[config.mk]
export PLATFORM = sky130hd
export DESIGN_NAME = truth_table_seq
export DESIGN_NICKNAME = d
export VERILOG_FILES = /design/src/rtl/truth_table_seq.sv
export SDC_FILE = /design/constraint.sdc
export NUM_CORES = 1
export LEC_CHECK = 0
export BUFFER_PORTS_ARGS = -buffer_cell sky130_fd_sc_hd__buf_4
export CORE_AREA = 2 2 39 41
export DETAILED_ROUTE_END_ITERATION = 8
export DIE_AREA = 0 0 41 43
export GPL_ROUTABILITY_DRIVEN = 0
export PLACE_DENSITY = 0.32
export SYNTH_ARGS = -nofsm -noshare
export SYNTH_HDL_FRONTEND = slang
export SYNTH_SLANG_ARGS = --single-unit
[constraint.sdc]
create_clock -name clk -period 1 [get_ports clk]
set_input_delay 0.1 -clock clk [delete_from_list [all_inputs] [get_ports clk]]
set_output_delay 0.1 -clock clk [all_outputs]
set_load 0.02 [all_outputs]
[src/rtl/truth_table_seq.sv]
// Registered N_IN-input truth-table gate with valid/ready flow control.
// Define TT_CFG_EN to build the serial table-load port and LOAD state.
module truth_table_seq #(
  parameter int unsigned N_IN = 3,
  parameter logic [(2**N_IN)-1:0] TT_INIT = 8'h12
) (
  input  logic            clk,
  input  logic            rst,
  input  logic            in_valid,
  output logic            in_ready,
  input  logic [N_IN-1:0] in_vec,
  output logic            out_valid,
  input  logic            out_ready,
  output logic            out,
  input  logic            cfg_start,
  input  logic            cfg_valid,
  input  logic            cfg_bit,
  output logic            cfg_busy,
  output logic            cfg_done
);

  localparam int unsigned DEPTH = 2**N_IN;

  logic [DEPTH-1:0] w_table;
  logic [N_IN-1:0]  w_idx;
  logic             w_run;
  logic             w_accept;

  // Table MSB holds vector 0, so the bit index is the inverted vector.
  assign w_idx    = ~in_vec;
  assign in_ready = w_run && (!out_valid || out_ready);
  assign w_accept = in_valid && in_ready;

`ifdef TT_CFG_EN
  typedef enum logic {ST_RUN, ST_LOAD} state_t;

  state_t           r_state;
  logic [DEPTH-1:0] r_table;
  logic [DEPTH-1:0] r_shadow;
  logic [N_IN-1:0]  r_cnt;
  logic             r_done;
  logic [DEPTH-1:0] w_shift;

  assign w_shift  = (r_shadow << 1) | DEPTH'(cfg_bit);
  assign w_table  = r_table;
  assign w_run    = (r_state == ST_RUN);
  assign cfg_busy = (r_state == ST_LOAD);
  assign cfg_done = r_done;

  // Load FSM: the active table is only replaced when the final bit lands.
  always_ff @(posedge clk or posedge rst) begin : p_load
    if (rst) begin
      r_state  <= ST_RUN;
      r_table  <= TT_INIT;
      r_shadow <= '0;
      r_cnt    <= '0;
      r_done   <= 1'b0;
    end else begin
      r_done <= 1'b0;
      case (r_state)
        ST_RUN: begin
          if (cfg_start) begin
            r_state  <= ST_LOAD;
            r_shadow <= '0;
            r_cnt    <= '0;
          end
        end
        ST_LOAD: begin
          if (cfg_start) begin
            r_shadow <= '0;
            r_cnt    <= '0;
          end else if (cfg_valid) begin
            r_shadow <= w_shift;
            if (r_cnt == N_IN'(DEPTH - 1)) begin
              r_table <= w_shift;
              r_state <= ST_RUN;
              r_done  <= 1'b1;
              r_cnt   <= '0;
            end else begin
              r_cnt <= r_cnt + N_IN'(1);
            end
          end
        end
        default: r_state <= ST_RUN;
      endcase
    end
  end
`else
  logic w_cfg_unused;

  assign w_cfg_unused = cfg_start ^ cfg_valid ^ cfg_bit;
  assign w_table      = TT_INIT;
  assign w_run        = 1'b1;
  assign cfg_busy     = 1'b0;
  assign cfg_done     = 1'b0;
`endif

  // Output register: holds a result until downstream takes it.
  always_ff @(posedge clk or posedge rst) begin : p_out
    if (rst) begin
      out_valid <= 1'b0;
      out       <= 1'b0;
    end else if (w_accept) begin
      out_valid <= 1'b1;
      out       <= w_table[w_idx];
    end else if (out_ready) begin
      out_valid <= 1'b0;
    end
  end

endmodule

; Yosys cells after proc, flatten, opt, wreduce, memory -nomap -nowiden
; Memory sizes are Yosys's and may differ from the RTL's. A register that Yosys moved wholly into a read port is not among the register bits.
; Cells that the tools add are included.
[totals]
ff_bits = 1
rom_bits = 8
in_bits = 10
output_inout_bits = 5
wordCells = 9
memories = 1
[classes]
muxes = 2
n_bitwise = 1
n_reduce_logical = 4
[mem_list]
columns = memory, depth, word_bits, rd, rd_ports_with_merged_regs, wr, line
row1 = (no name shown), 8, 1, 1, 1, 0, 105  ; out <= w_table[w_idx];
[op_table]
columns = op, count
row1 = $not A3 Y3, 1
row2 = $mux W1, 2
row3 = $reduce_bool A2 Y1, 1
row4 = $logic_and A1 B1 Y1, 1
row5 = $logic_not A1 Y1, 1
row6 = $logic_or A1 B1 Y1, 1

; Depth between registers and ports, before layout
[logic_depth]
ltp_word = 4
depth_mapped = 3
ltp_nobuf = 3

; Least setup slack after synthesis
; Ideal clock, no wire load.
[synth_timing]
path_kind = register to register
start = reg out_valid
end = reg out
setup_time_ps = 122
arrival_ps = 914
required_ps = 878
path_slack_ps = -35
stages_incl_launch_ff = 4
path_buffers = 0
synth_period_minus_slack_ps = 1035
path_cell_list = dfrtp_1 -> nand2b_1 -> nand2_1 -> o2bb2ai_2
[synth_between]
elab_chain_len = 3
[synth_lines]
columns = element, line
row1 = from (decl), 12  ; output logic out_valid,
row2 = from (signal assigned), 101  ; out_valid <= 1'b0;
row3 = from (signal assigned), 104  ; out_valid <= 1'b1;
row4 = from (signal assigned), 107  ; out_valid <= 1'b0;
row5 = $logic_not A1 Y1, 31  ; assign in_ready = w_run && (!out_valid || out_ready);
row6 = $logic_or A1 B1 Y1, 31
row7 = named net in_ready, 10  ; output logic in_ready,
row8 = $logic_and A1 B1 Y1, 32  ; assign w_accept = in_valid && in_ready;
row9 = to (decl), 14  ; output logic out,
; The timed path passes the listed nets, and every way through them passes these cells.
; A chain may end at the register's enable or synchronous reset.

; Worst setup path after layout
[layout_timing]
start = reg out_valid
end = out in_ready
[layout_between]
elab_chain_len = 2
[layout_lines]
columns = element, line
row1 = $logic_not A1 Y1, 31
row2 = $logic_or A1 B1 Y1, 31
row3 = to (decl), 10
; Every way passes these cells.

==> results.md <==
* Status: finished clean
* Routed wire per std cell at 6.925 um
* Core area at 0.001384 sq mm
* Commonest cells post-synth: buf_4, dfrtp_1, nand2b_1
* Clk slew on worst S/H paths at 0.03 ns
* DRC violations left at 0
* Tot GR Track Use at 3.815%
* Sequential area share after synthesis at 42.55%
* Worst hold endpoint: out_valid$_DFFE_PP0P_
* Top cell type by total area after synthesis: dfrtp_1
* Total Die Area at 0.001763 sq mm
* PD cells at 1553 mW/mm^2
* Placed Area at 196.4 sq um
* Skew final at 0.002366 ns
* Vias in the first global route at 130
* Number of hold buffers added after cts at 1
* Share of layout cells above drive strength 1 at 58.33%
* Synth Area per Inst at 9.801 sq um
* Peak Freq at 1051 MHz
* Final setup viols at 0
* Total grt overflow at 0
* Reg2Reg Depth at 3
* Post-layout util at 16.55%
* Peak VDD IR at 0.2663 mV
* Setup TNS at 0 ns
* Reg-to-reg endpoint: out$_DFFE_PP0P_
* Reg2reg start: out_valid$_DFFE_PP0P_
* CTS tree: built
* TritonRoute pass-1 iters at 1
* CTS Sinks at 2
* CP Capture Type: primary output
* Synth warn at 0
* Min-delay src: in_valid
* Resized cells post-CTS at 0
* Largest cells by area after synthesis: dfrtp_1, buf_4, o2bb2ai_2
* Post-synth ARST share at 100.0%
* Rows at 14
* Min-Delay Path Class: input port to flip-flop
* Initial antenna violation count at 0
* WS Path Type: flip-flop to primary output
* Main synth FF type: dfrtp_1
* Filler Cells Inserted at 164
* Crit-path cells: nand2b_2, buf_4
* Post-synth top area share at 42.55%
* Netlist Area Pre-Place at 117.6 sq um
* Setup WS post-layout at 0.04823 ns
* CP max-delay cell: dfrtp_1
* Root buffer cell: clkbuf_4
* Post-Synthesis Cells at 12
* Inserted Diodes at 0
* Min Tclk post-route at 0.9518 ns
* Multi-input logic area at 55.05 sq um
* Crit-path leading delay family: flip-flops
* Setup Buffers After CTS at 0
* Fin crit share at 95.18%
* Io pins at 15
* Worst hold path cell count at 2
* Pin count of the biggest net entering global routing at 5
* FF+latch count, synth at 2
* R2R Setup Slk at 0.21 ns
* Final hold violation count at 0
* Synth cell types at 9
* H-tree level count at 1
* Clock latency on the worst-skew pair at 0.22 ns
* Vias per cell at 2.750
* Final Slew Violations at 0
* Area grow syn2layout at 94.68%
* IO Port Bufs at 9
* Leakage at 0.1117 nW
* Hold Slack at 0.09198 ns
* Final Cell Area at 229.0 sq um
* Die width at 41 um
* Req. time, crit path at 0.90 ns
* CTS Buf Count at 3
* Worst slack, placed at 0.2133 ns
* Max-Cap Viols at 0
* DRT iter0 DRCs at 0
* Post-synth EDFFs at 0
* Crit path arrival time at 0.85 ns
* CTS Buffer Depth at 2
* Startpoint class of the critical path: flip-flop
* Post-route antenna net violation count at 0
* Final #Nets at 36
* Die Span Y at 43 um
* Crit-path max FO at 4
* Sum of buffers and inverters on the critical path at 1
* First-pass GRT wire length at 379 um
* DRT Wirelength at 277 um
* Vias post-DR at 110
* Max stage delay on crit path at 0.38 ns
* Initial Utilization at 8.499%
* Unrepaired setup endpoints after global routing: false
* Register area at 50.05 sq um
==> cell families (layout without fill, tap and decap cells) <==
group	Yosys count	count (layout)	synth area share (%)
buffers and inverters	3	14	15.95
AND/OR/NAND/NOR	4	4	18.08
flip-flops	2	2	42.55
other	1	2	3.188
XOR/XNOR	1	1	7.448
AO/OA/AOI/OAI	1	1	12.76
==> flip-flops by register name, indices dropped and copies added, names as in the netlist <==
signal / count
out: 1
out_valid: 1
==> metrics by stage <==
| stage | total power, W | cells |
|---|---|---|
| final | 0.0003556 | 40 |
| after global routing | 0.0003812 | 40 |
| after CTS | 0.0003693 | 40 |
| after detailed placement | 0.0001762 | 36 |
| after global placement | 0.0001761 | 36 |
| after floorplan | 0.0001427 | 13 |
==> worst register-to-register path: stages, from the launching register on <==
cell,delay (ns)
dfrtp_1,0.38
nand2b_2,0.10
nand2_1,0.07
o2bb2ai_2,0.11
==> worst max path at each step <==
stage	startpoint	to	slack (ns)	depth (start not counted)
finish	out_valid$_DFFE_PP0P_	in_ready	0.05	2
detailed placement	out_valid$_DFFE_PP0P_	out$_DFFE_PP0P_	0.21	3
floorplan	out_valid$_DFFE_PP0P_	out$_DFFE_PP0P_	0.07	3
global route	out_valid$_DFFE_PP0P_	in_ready	0.02	2
global placement	out_valid$_DFFE_PP0P_	out$_DFFE_PP0P_	0.21	3
CTS	out_valid$_DFFE_PP0P_	in_ready	0.04	2
==> cells in the final DEF (no fill, tap or decap), drive strengths merged <==
master	netlist	final
o2bb2ai	1	1
buf	2	9
nand2b	2	2
dlygate4sd3	0	1
clkbuf	0	3
dfrtp	2	2
xnor2	1	1
conb	1	2
inv	1	1
nand3	1	1
nand2	1	1
==> cell type report <==
cell class | instances | share of cell area (%)
clock buffers | 3 | 9.836
inverters | 1 | 1.639
multi-input cells | 8 | 24.04
flip-flops and latches | 2 | 21.86
well taps | 16 | 8.743
repair buffers | 10 | 33.88
==> metal layers <==
| layer | global-route usage [%] | up-vias | share of wire [%] |
|---|---|---|---|
| li1 | - | 57 | - |
| met1 | 2.251 | 45 | 33 |
| met2 | 4.688 | 8 | 48 |
| met3 | 2.094 | 0 | 19 |
| met4 | 8.000 | 0 | 0 |
| met5 | 0 | - | 0 |
==> where the power goes <==
part / internal (W) / switching [W]
sequential: 0.0000895 / 0.00000557
combinational: 0.0000429 / 0.0000392
clock: 0.000132 / 0.0000460
total: 0.000265 / 0.0000908
(Power assumes the default switching activity.)
